$ cat config.mk
export PLATFORM = sky130hd
export DESIGN_NAME = mem_access_ctrl
export DESIGN_NICKNAME = d
export VERILOG_FILES = /design/src/rtl/mem_access_ctrl.sv
export SDC_FILE = /design/constraint.sdc
export NUM_CORES = 1
export LEC_CHECK = 0
export ABC_AREA = 1
export CAP_MARGIN = 0
export CELL_PAD_IN_SITES_DETAIL_PLACEMENT = 0
export CELL_PAD_IN_SITES_GLOBAL_PLACEMENT = 2
export CORE_ASPECT_RATIO = 1.75
export CORE_UTILIZATION = 22
export DETAILED_ROUTE_END_ITERATION = 10
export PLACE_DENSITY_LB_ADDON = 0.12
export SLEW_MARGIN = 30
export SYNTH_ARGS = -nofsm -noshare
export SYNTH_HDL_FRONTEND = slang
export SYNTH_SLANG_ARGS = --single-unit
export TNS_END_PERCENT = 5
$ cat constraint.sdc
create_clock -name clk -period 1.6 [get_ports clk]
set_input_delay 0.4 -clock clk [delete_from_list [all_inputs] [get_ports clk]]
set_output_delay 0.4 -clock clk [all_outputs]
set_load 0.02 [all_outputs]
$ cat src/rtl/mem_access_ctrl.sv
// MEM-stage sequencer for a variable-latency data memory: runs one req/ack
// transaction per load/store, stalls upstream, bubbles MEM/WB, flags timeouts.
module mem_access_ctrl #(
   parameter int TIMEOUT = 16
) (
   input  logic        clk,
   input  logic        reset,
   input  logic        MemReadMEM,
   input  logic        MemWriteMEM,
   input  logic [31:0] AddrMEM,
   input  logic [31:0] WriteDataMEM,
   output logic        dmem_req,
   output logic        dmem_we,
   output logic [31:0] dmem_addr,
   output logic [31:0] dmem_wdata,
   input  logic        dmem_ack,
   input  logic [31:0] dmem_rdata,
   output logic [31:0] ReadDataMEM,
   output logic        StallPipe,
   output logic        BubbleWB,
   output logic        MemFault
);

   typedef enum logic [1:0] {IDLE, ACCESS, DONE} state_t;

   localparam logic [7:0] CNT_LAST = 8'(TIMEOUT - 1);

   state_t     state, state_nxt;
   logic       op_p0;
   logic       timeout_hit;
   logic [7:0] cnt;

   // A store wins when both request bits are set, so op presence is a plain OR.
   assign op_p0       = MemReadMEM | MemWriteMEM;
   assign timeout_hit = (cnt == CNT_LAST);

   always_ff @(posedge clk) begin
      if (reset) state <= IDLE;
      else       state <= state_nxt;
   end

   always_comb begin
      state_nxt = state;
      case (state)
         IDLE:    if (op_p0) state_nxt = ACCESS;
         ACCESS:  if (dmem_ack || timeout_hit) state_nxt = DONE;
         DONE:    state_nxt = IDLE;
         default: state_nxt = IDLE;
      endcase
   end

   // Stall rises combinationally the cycle an op shows up; reset overrides it.
   always_comb begin
      StallPipe = 1'b0;
      if (!reset)
         StallPipe = (state == ACCESS) || ((state == IDLE) && op_p0);
      BubbleWB = StallPipe;
   end

   // ---- memory port / result registers (ack beats timeout on the last cycle)
   always_ff @(posedge clk) begin
      if (reset) begin
         dmem_req    <= 1'b0;
         dmem_we     <= 1'b0;
         dmem_addr   <= '0;
         dmem_wdata  <= '0;
         ReadDataMEM <= '0;
         MemFault    <= 1'b0;
         cnt         <= '0;
      end else begin
         case (state)
            IDLE: begin
               if (op_p0) begin
                  dmem_addr  <= AddrMEM;
                  dmem_wdata <= WriteDataMEM;
                  dmem_we    <= MemWriteMEM;
                  dmem_req   <= 1'b1;
                  cnt        <= '0;
               end
            end
            ACCESS: begin
               if (dmem_ack) begin
                  if (!dmem_we) ReadDataMEM <= dmem_rdata;
                  dmem_req <= 1'b0;
                  dmem_we  <= 1'b0;
               end else if (timeout_hit) begin
                  MemFault <= 1'b1;
                  if (!dmem_we) ReadDataMEM <= '0;
                  dmem_req <= 1'b0;
                  dmem_we  <= 1'b0;
               end else begin
                  cnt <= cnt + 8'd1;
               end
            end
            default: ;
         endcase
      end
   end

endmodule

==> results of run 1 <==
## stage by stage
step	setup slack [ns]	TNS, ns	total power [µW]	area (µm²)	hold slack [ns]
floorplan	0.0124	0	4140	4300	0.490
global placement	-0.701	-42.26	5060	6580	0.430
detailed placement	-0.724	-44.17	5080	6580	0.434
CTS	-0.146	-1.09	7580	6810	0.443
global route	-0.148	-2.53	7860	6840	0.458
finish	-0.0913	-0.181	7440	6840	0.439
## final timing paths
kind / start / end / slack [ns] / cells past startpoint
hold / removal: dmem_addr[6]$_SDFFE_PP0P_ / dmem_addr[6]$_SDFFE_PP0P_ / 0.44 / 2
setup / recovery: state[1]$_SDFFE_PP0P_ / BubbleWB / -0.09 / 4
setup reg to reg: state[0]$_SDFFE_PP0P_ / cnt[4]$_SDFFE_PP0P_ / 0.05 / 7
hold reg to reg: dmem_addr[6]$_SDFFE_PP0P_ / dmem_addr[6]$_SDFFE_PP0P_ / 0.44 / 2
## cells in the final DEF, fill, tap and decap left out, types with 3 or more instances in the layout
cell / instances
a21oi_1: 103
nor2_1: 13
nand2_1: 60
clkdlybuf4s50_1: 97
nand4_1: 34
nand2_2: 6
dlygate4sd2_1: 101
dfxtp_1: 106
o21ai_0: 54
inv_2: 3
clkbuf_16: 9
buf_12: 4
nand3_1: 11
bufinv_16: 3
buf_4: 10
o21ai_1: 10
dfxtp_2: 3
inv_1: 78
## sequential cells by signal, indices dropped and copies added, names as in the netlist
name,count
ReadDataMEM,32
dmem_addr,32
dmem_wdata,32
cnt,8
state,2
MemFault,1
dmem_req,1
dmem_we,1
## final cells by class
type / instances / share of cell area
multi-input cells: 309 / 0.236
clock buffers: 12 / 0.0360
clock inverters: 4 / 0.0139
repair buffers: 218 / 0.306
inverters: 81 / 0.0444
well taps: 241 / 0.0441
flip-flops and latches: 109 / 0.319
## cells by family (layout without fill, tap and decap cells)
logic type,Yosys count,count (layout),synth area share
flops,109,109,0.509
simple gates,136,136,0.160
compound gates,171,171,0.202
fa+ha+maj,1,1,0.00292
buf+inv,123,315,0.124
xor+xnor,1,1,0.00204
## power breakdown
part           switching (µW)  total (µW)  internal (µW)
sequential                134        3110           2980
clock                    1020        2600           1570
combinational            1000        1730            727
## worst reg2reg max path, cell delays in order, from the launching register on
cell	delay, ns
dfxtp_2	0.36
inv_2	0.05
nor2_4	0.09
clkbuf_8	0.33
nand3_2	0.26
buf_4	0.22
nand3_1	0.06
a21oi_1	0.06
## repair_timing
| item | CTS | global route |
|---|---|---|
| endpoints found under the setup margin | 154 | 83 |
| gates resized for setup | 120 | 7 |
| endpoints found under the hold margin | 0 | 0 |
| pin swaps | 2 | 0 |
## routing by layer
metal | global-route usage | vias up | share of wire
met2 | 0.246 | 166 | 0.51
met5 | 0 | - | 0
li1 | - | 2149 | -
met4 | 0.0743 | 0 | 0.023
met1 | 0.144 | 1893 | 0.38
met3 | 0.0377 | 12 | 0.082
==> out/qor.txt, run 1 <==
Die W: 107 µm
Post-Layout Cell Count: 974
Max clock buf depth: 2
Seq/Total Area, Yosys: 0.509
worst setup path class: reg -> out
Commonest cells post-synth: dfxtp_1 (109), a21oi_1 (104), inv_1 (80), nand2_1 (60), o21ai_0 (54)
DRT Wirelength: 13.7 mm
Fillers: 1998
critical path data required time: 1.20 ns
drt drc: 0
synthesized flop and latch total: 109
fin nets: 830
family with the most delay on the worst path: flip-flops
antenna fix cells: 0
post-route ant nets: 0
cell area after synthesis: 4280 µm²
die footprint: 20100 µm²
min Tclk post-route: 1.69 ns
Setup Buffers After CTS: 0
DRT iter0 DRCs: 184
core footprint: 19100 µm²
CTS root buffer: clkbuf_16
CP max stage delay: 0.35 ns
CP Buf/Inv Count: 1
initial antenna violation count: 0
Core Util, Final: 0.358
Final Hold Vio Count: 0
top_reg_cell synth: dfxtp_1
CP Launch Type: flip-flop
vias in the first global route: 4097
Yosys top cell by area: dfxtp_1
relative slew slack: 0.678
TritonCTS clock tree: built
Synth Warn #: 0
most frequent cell after synthesis: dfxtp_1
Final Skew: 0.00481 ns
Crit-path slowest cell: dfxtp_2
first-pass GRT wire length: 21.1 mm
Mapped Nets: 643
min setup slack post-route: -0.0913 ns
Power per Cell Area: 1090 nW/µm²
Fmax: 591 MHz
clock latency on the worst-skew pair: 0.36 ns
Die Ht: 187 µm
Tcrit/Tclk final: 1.06
Final Wtd Congestion: 0.682
most area-consuming cells after synthesis: dfxtp_1 (51%), a21oi_1 (12%), inv_1 (7.0%)
Yosys top cell area share: 0.509
async set-or-reset flop fraction in the synthesized netlist: 0
IO buf count: 201
Critical Path End Type: primary output
Tot GR Track Use: 0.138
Boundary Pins: 202
worst slew pin tran: 0.484 ns
worst hold path type: reg -> reg
largest net degree at the start of global routing: 85
Post-synth EDFFs: 0
Critical Path AT: 1.29 ns
post-synthesis cell type count: 29
Static Leakage: 0.00296 µW
TritonCTS Buffers: 9
clock sinks: 109
Critical Path, Cell by Cell: nor2_4, o21ai_4, a21oi_4, buf_6
row cnt: 67
mean routed wirelength per cell: 14.0 µm
area of the multi-input gates: 1610 µm²
total number of vias: 4220
Congestion Overflow GR: 0
drt pass-1 iters: 5
storage element area: 2190 µm²
dpl cells: 958
max cap viols: 0
failing checks: negative setup slack
Synth Instances: 541
Hold Buf Count CTS: 0
Post-DP HPWL: 9.35 mm
CTS clk-pin slew, worst paths: 0.07 ns
Initial Utilization: 0.224
final setup violation count: 2
H-tree depth: 3
max-slew violation count: 0
Area Growth Syn to Fin: 59.7%
Vias/cell: 4.33
RSZ-0062 raised after global routing: yes
layout cells sized above 1: 0.0805
Peak VDD IR: 450 µV
synthesized area per cell: 7.92 µm²
status: complete, but fails checks
CP Max Fanout: 2
Power figures use the tool's default switching activity.
==> inputs of run 2 (changes only) <==
- SKIP_LAST_GASP: not set -> 1
==> run 2 against run 1 <==
Against the previous run: the run still ends with negative setup slack left; design area up 1.7%; sequential cell count stayed put; via count fell by 0.36%; critical path depth down 3; critical path type unchanged; critical endpoint is now dmem_we; largest cell class is now non-clock buffers; largest power group unchanged.
==> out/qor.txt, run 2 (same netlist as run 1, synthesis figures left out) <==
Worst Hold Depth: 2
Tcrit/Tclk final: 1.09
worst reg2reg startpoint: cnt[1]$_SDFFE_PP0P_
Static Leakage: 0.00264 µW
Hold Buf Count CTS: 0
Initial Utilization: 0.224
RSZ-0062 raised after global routing: yes
drt pass-1 iters: 6
Area Growth Syn to Fin: 62.4%
pre-CTS setup slack: -0.724 ns
Tot Pwr: 7610 µW
Die Ht: 187 µm
clock sinks: 109
family with the most delay on the worst path: buffers and inverters
Max clock buf depth: 2
min-delay src: dmem_wdata[13]$_SDFFE_PP0P_
commonest cells after routing, fill and taps aside: clkdlybuf4s50_1 (192), dfxtp_1 (107), a21oi_1 (103), inv_1 (79), nand2_1 (60)
Vias/cell: 4.32
H-tree depth: 3
Fmax: 573 MHz
dpl cells: 958
IO buf count: 201
DRT iter0 DRCs: 172
drt drc: 0
row cnt: 67
first-pass GRT wire length: 21.1 mm
antenna fix cells: 0
TritonCTS Buffers: 9
failing checks: negative setup slack
min setup slack post-route: -0.144 ns
CP Buf/Inv Count: 1
post-route ant nets: 0
Final Wtd Congestion: 0.682
CTS root buffer: clkbuf_16
r2r setup slk: 0.03 ns
CTS clk-pin slew, worst paths: 0.07 ns
Crit-path slowest cell: clkdlybuf4s50_1
largest net degree at the start of global routing: 85
Crit Reg-Reg Endpoint: ReadDataMEM[16]$_SDFFE_PP0P_
CP max stage delay: 0.63 ns
DRT Wirelength: 13.7 mm
TritonCTS clock tree: built
Congestion Overflow GR: 0
clock latency on the worst-skew pair: 0.36 ns
commonest non-fill, non-tap cell in the layout: clkdlybuf4s50_1
Tot GR Track Use: 0.138
worst slew pin tran: 0.509 ns
Setup TNS: -10.08 ns
Final Hold Vio Count: 0
Die W: 107 µm
worst hold path type: reg -> reg
final setup violation count: 97
min Tclk post-route: 1.74 ns
Post-Layout Cell Count: 974
max cap viols: 0
max-slew violation count: 0
Critical Path End Type: primary output
Setup Buffers After CTS: 0
fin nets: 830
Boundary Pins: 202
layout cells sized above 1: 0.0778
CP Max Fanout: 3
Critical Path AT: 1.34 ns
total number of vias: 4205
CP Launch Type: flip-flop
R2R depth: 9
initial antenna violation count: 0
Critical Path, Cell by Cell: clkdlybuf4s50_1
vias in the first global route: 4111
Largest regs: ReadDataMEM x32, dmem_addr x32, dmem_wdata x32
critical path data required time: 1.20 ns
Power per Cell Area: 1090 nW/µm²
status: complete, but fails checks
Final Skew: 0.00500 ns
relative slew slack: 0.661
worst setup path class: reg -> out
WHS Endpoint: dmem_wdata[13]$_SDFFE_PP0P_
core footprint: 19100 µm²
mean routed wirelength per cell: 14.0 µm
die footprint: 20100 µm²
Post-DP HPWL: 9.35 mm
Peak VDD IR: 459 µV
[run 2: area by class of cell]
cell class / count / area (µm²)
clock buffers: 12 / 246
clock inverters: 4 / 95.1
fillers: 1977 / 12200
inverters: 81 / 304
multi-input cells: 309 / 1610
flip-flops and latches: 109 / 2180
well taps: 241 / 302
repair buffers: 218 / 2220
[run 2: what timing repair did]
item / CTS / global route
pin swaps: 2 / 0
hold endpoints to repair: 0 / 0
resized for setup: 21 / 8
cloned: 0 / 0
endpoints found under the setup margin: 154 / 181
[run 2: how the worst max path moves through the flow]
stage | slack [ns] | from | to | cells after the start
after global routing | -0.19 | dmem_addr[10]$_SDFFE_PP0P_ | dmem_addr[10] | 1
final | -0.14 | dmem_we$_SDFFE_PP0P_ | dmem_we | 1
after floorplan | 0.01 | state[1]$_SDFFE_PP0P_ | StallPipe | 6
after CTS | -0.17 | dmem_we$_SDFFE_PP0P_ | dmem_we | 1
after global placement | -0.70 | MemWriteMEM | dmem_we$_SDFFE_PP0P_ | 6
after detailed placement | -0.72 | MemWriteMEM | dmem_wdata[17]$_SDFFE_PP0P_ | 6
[run 2: worst reg2reg max path, delay by kind of cell, from the launching register on]
| kind | cells | cell delay, ns |
|---|---|---|
| adders and majority gates | 1 | 0.23 |
| DFF | 1 | 0.38 |
| buffers and inverters | 1 | 0.18 |
| and+or+nand+nor | 6 | 0.60 |
| AOI/OAI and AO/OA | 1 | 0.06 |
[run 2: through the flow]
step           hold slack, ns  utilization  instance area [µm²]
4_1_cts                 0.445        0.363                 6930
2_1_floorplan           0.490            -                 4300
3_3_place_gp            0.430        0.344                 6580
6_report                0.441        0.364                 6960
5_1_grt                 0.461        0.364                 6960
3_5_place_dp            0.434        0.344                 6580
[run 2: metal layers]
metal,GRT usage,vias up,share of wire
met5,0,-,0
met4,0.0743,0,0.023
met3,0.0377,12,0.078
met2,0.245,143,0.51
met1,0.145,1899,0.39
li1,-,2151,-
[run 2: report_power, final]
part | internal, µW | switching [µW]
logic | 888 | 1000
registers | 2980 | 141
clock network | 1570 | 1030
==> RTL change 1 (settings of run 1) <==
Re-encode `state_t` (3 states) as one-hot, 3 bits wide.
--- a/src/rtl/mem_access_ctrl.sv
+++ b/src/rtl/mem_access_ctrl.sv
@@ -21,7 +21,7 @@
    output logic        MemFault
 );
 
-   typedef enum logic [1:0] {IDLE, ACCESS, DONE} state_t;
+   typedef enum logic [2:0] {IDLE = 3'b001, ACCESS = 3'b010, DONE = 3'b100} state_t;
 
    localparam logic [7:0] CNT_LAST = 8'(TIMEOUT - 1);
 
Check against the original RTL: same outputs for any inputs over 4 cycles, from zero or initial values and one cycle with reset high; so few cycles prove little.
==> RTL change 1 against run 1 <==
The run still ends with negative setup slack left. Design area up 3.9%. Sequential power down 2%. Routed wire length grew 8.6%. Synthesized cell count rose by 18%. Setup slack lost 9.6 ps. Combinational power shrank 5%. Via count is 8.0% higher. Total power fell by 8.5%. Clock power is 18% lower. Sequential share of layout area decreased by 0.90 points. Synthesized area up 3.9%. Clock skew up 6.8 ps. Sequential cell count increased by 1.
==> RTL change 1: results (changes against run 1) <==
global_routing:
  grt_max_degree: 39  # -54%
  antenna_found_initial: 2  # +2
  grt_usage_pct: 14.10  # +0.28 points
synth:
  synth_area_leaders: "dfxtp_1, nand2_1, a21oi_1, nor2_1, inv_1"
  synth_cell_type_count: 23  # -21%
  synthesis.nets: 742  # +15%
detailed_routing:
  wl_per_cell_um: 13.67  # -2.6%
  viasPerCell: 4.197  # -3.1%
  drtIter0Drc: 158  # -14%
timing:
  finalSetupTns_ps: -175.6  # +5.575 ps
  fin_ws_ps: -100.9  # -9.602 ps
  tightest_slew_ps: 400.7  # -82.91 ps
  finalSetupViolations: 2  # unchanged
pwr:
  power.leakage_nw: 3.441  # +16%
  ir_drop_mv: 0.4297  # -4.6%
placed_design:
  hpwl_um: 10140  # +8.4%
  placed_cells: 1066  # +11%
status:
  status: "finished with violations"
  violations: "negative setup slack"
critical_path:
  crit_path_end: "StallPipe"
  crit_fanout: 3  # +1
  r2r_cells: 8  # +1
  reg2reg_slack_ps: 80  # +30 ps
layout:
  layout-drive-gt1-share_pct: 7.390  # -0.66 points
  fin_nets: 937  # +13%
hold_path:
  hp-class: "input pin to register"
RTL change 1: changes by cell type after synthesis, moves of 5 or more:
cell,run 1,this run
nand3_1,11,5
nand4_1,34,17
nand2_1,60,245
inv_1,80,61
nand2_2,7,2
nor2_1,14,66
o21ai_0,54,6
o21ai_1,10,1
a21oi_1,104,76
RTL change 1: power by group through the flow:
stage / Clock (mW) / Combinational (mW) / Sequential (mW)
2_1_floorplan: 0 / 0.624 / 3.33
3_3_place_gp: 0 / 1.69 / 3.11
3_5_place_dp: 0 / 1.69 / 3.11
4_1_cts: 2.24 / 1.59 / 3.04
5_1_grt: 2.33 / 1.81 / 3.07
6_report: 2.12 / 1.65 / 3.04
RTL change 1: layout make-up:
cell class	count	area (µm²)	share of cell area [%]
clock buffer	12	246.5	3.467
antenna	2	5.005	0.07040
sequential	110	2207	31.05
timing repair buffer	225	2190	30.80
inverter	64	247.7	3.485
tap	245	306.5	4.312
multi-input combinational	425	1886	26.52
clock inverter	3	21.27	0.2992
RTL change 1: critical path, stage by stage, from the launching register on:
cell	delay, ps
dfxtp_2	340
nor2_4	180
o211ai_4	110
a21oi_4	160
buf_4	160
RTL change 1: metrics by stage:
stage | utilization [%] | setup WS (ps)
2_1_floorplan | - | 17.75
3_3_place_gp | 34.45 | -643.7
3_5_place_dp | 34.45 | -723.8
4_1_cts | 35.34 | -132.1
5_1_grt | 36.02 | -170.6
6_report | 36.02 | -100.9
RTL change 1: timing repair:
action,in CTS,in global routing
cloned,0,2
setup endpoints to repair,183,102
setup buffers,1,0
hold endpoints to repair,0,0
pin swaps,3,0
gates resized for setup,120,18
RTL change 1: how the worst min path moves through the flow:
stage	to	cells after the start	startpoint	slack [ps]
CTS	state[0]	3	reset	270
global placement	dmem_wdata[0]	2	dmem_wdata[0]	450
detailed placement	dmem_wdata[1]	2	dmem_wdata[1]	450
finish	state[0]	3	reset	280
floorplan	cnt[3]	2	cnt[3]	460
global route	state[0]	3	reset	280
RTL change 1: layer usage:
metal / global-route usage (%) / routed length (µm) / up-vias
li1: - / - / 2356
met1: 15.18 / 5899 / 2047
met2: 24.79 / 7496 / 137
met3: 4.042 / 1081 / 18
met4: 6.718 / 371 / 0
met5: 0 / 0 / -
RTL change 1: kinds of logic (layout without fill, tap and decap cells):
group | Yosys count | after routing | synth area share (%)
flip-flops | 110 | 110 | 49.47
other | 0 | 2 | 0
AO/OA/AOI/OAI | 84 | 84 | 9.612
AND/OR/NAND/NOR | 340 | 340 | 30.58
buffers and inverters | 105 | 304 | 10.06
adder cells (fa/ha/maj) | 1 | 1 | 0.2810
==> RTL change 2 (flow settings as in run 1) <==
Made on the original files. Change the parameter `TIMEOUT` from 16 to 15.
--- a/src/rtl/mem_access_ctrl.sv
+++ b/src/rtl/mem_access_ctrl.sv
@@ -1,7 +1,7 @@
 // MEM-stage sequencer for a variable-latency data memory: runs one req/ack
 // transaction per load/store, stalls upstream, bubbles MEM/WB, flags timeouts.
 module mem_access_ctrl #(
-   parameter int TIMEOUT = 16
+   parameter int TIMEOUT = 15
 ) (
    input  logic        clk,
    input  logic        reset,
Function: same outputs for any inputs over 4 cycles, from zero or initial values and one cycle with reset high; that may be too few to reach the edited logic, so the function may still have changed.
==> RTL change 2 against run 1 <==
The flow still finishes with violations (negative setup slack). Design area rose by 0.48%. Clock power barely moved. Sequential cell count did not move. Synthesized area fell by 1.4%. Setup slack improved by 14 ps. Total power fell by 2.8%. First-iteration DRC count fell by 11%. Routed wire length rose by 3.8%. Largest cell class unchanged.
==> RTL change 2: results (changes against run 1) <==
status:
  status: "finished with violations"
  violations: "negative setup slack"
synth:
  syn_inst: 538  # -0.55%
  ys_seq_area_share_pct: 51.64  # +0.71 points
  synth_area_leaders: "dfxtp_1, nor2_1, o21ai_0, nand4_1, a21oi_1"
  synthDominantCellAreaShare_pct: 51.64  # +0.71 points
  synth_common_cells: "nor2_1, dfxtp_1, o21ai_0"
  synthesis.nets: 641  # -0.31%
detailed_routing:
  vias: 4276  # +1.3%
  viasPerCell: 4.386  # +1.2%
  dr.pass1.iters: 4  # -1
  wl_per_cell_um: 14.55  # +3.7%
  drtIter0Drc: 164  # -11%
global_routing:
  grt_usage_pct: 14.56  # +0.73 points
  grt_pass1_vias: 4223  # +3.1%
  grt_max_degree: 61  # -28%
  grt_pass1_wl_um: 22200  # +5.2%
timing:
  slew_headroom_pct: 65.31  # -2.5 points
  finalSetupViolations: 2  # unchanged
  drv_slew: 0  # unchanged
  fin_ws_ps: -77.58  # +13.76 ps
  finalSetupTns_ps: -155.0  # +26.15 ps
placed_design:
  placed_cells: 959  # +0.10%
  place_congestion: 0.7371  # +8.0%
  pre_cts_slack_ps: -600.5  # +123.0 ps
pwr:
  power.leakage_nw: 3.007  # +1.6%
  ir_drop_mv: 0.5684  # +26%
  p_sw_mw: 2.029  # -6.0%
layout:
  layout-drive-gt1-share_pct: 10.99  # +2.9 points
  fin_nets: 835  # +0.60%
critical_path:
  crit_fanout: 2  # unchanged
## RTL change 2: changes by cell type in the layout (fill, tap and decap cells not counted), sizes merged
cell	run 1	this run
nor2	17	144
inv	81	17
a21oi	104	42
buf	19	26
nand2	68	66
nand3	14	12
o21ai	65	67
and2	1	0
clkbuf	13	12
ha	1	2
nand3b	1	0
nand4	34	35
nor3b	1	0
## RTL change 2: stage by stage
step	utilization, %	instance area (µm²)
2_1_floorplan	-	4237
3_3_place_gp	35.52	6629
3_5_place_dp	35.52	6629
4_1_cts	36.71	6850
5_1_grt	36.83	6874
6_report	36.83	6874
## RTL change 2: power by group through the flow
stage	clock (mW)	sequential, mW	combinational [mW]
after global routing	2.84	3.07	1.73
final	2.60	3.04	1.58
after CTS	2.75	3.04	1.60
after global placement	0	3.11	1.74
after detailed placement	0	3.11	1.75
after floorplan	0	3.38	0.561
## RTL change 2: cells by family after synthesis
logic type	synth area share, %
and+or+nand+nor	27.86
buffers and inverters	6.367
DFF	51.64
adders and majority gates	0.5921
AOI/OAI and AO/OA	13.33
xor gates and xnor gates	0.2073
## RTL change 2: repair_timing
item / CTS / global route
endpoints found under the setup margin: 149 / 41
setup buffers: 0 / 0
resized for setup: 115 / 9
pin swaps: 3 / 2
cloned: 0 / 0
## RTL change 2: final timing paths
check / to / from / slack (ps)
worst max register to register: cnt[3] / state[1] / 100
worst min register to register: dmem_req / dmem_req / 460
worst max-delay path: BubbleWB / state[1] / -80
worst min-delay path: dmem_req / dmem_req / 460
## RTL change 2: worst register-to-register path, cell delays in order, from the launching register on
cell and delay, ps:
dfxtp_2 320, buf_4 130, nor2_4 90, buf_6 320, nand3_4 190, nand2_2 180, nand2_1 80, a21oi_1 120
## RTL change 2: layout make-up
class | instances | area share (%)
Multi-Input combinational cell | 371 | 26.32
Tap cell | 238 | 4.332
Clock inverter | 4 | 1.383
Sequential cell | 109 | 31.80
Inverter | 17 | 0.9283
Clock buffer | 12 | 3.586
Timing Repair Buffer | 224 | 31.65
## RTL change 2: metal layers
metal / vias up / GRT usage (%) / share of wire, %
met3: 12 / 2.956 / 5.3
met1: 1972 / 15.40 / 40
met4: 0 / 6.247 / 1.6
met2: 127 / 27.41 / 54
li1: 2165 / - / -
met5: - / 0 / 0
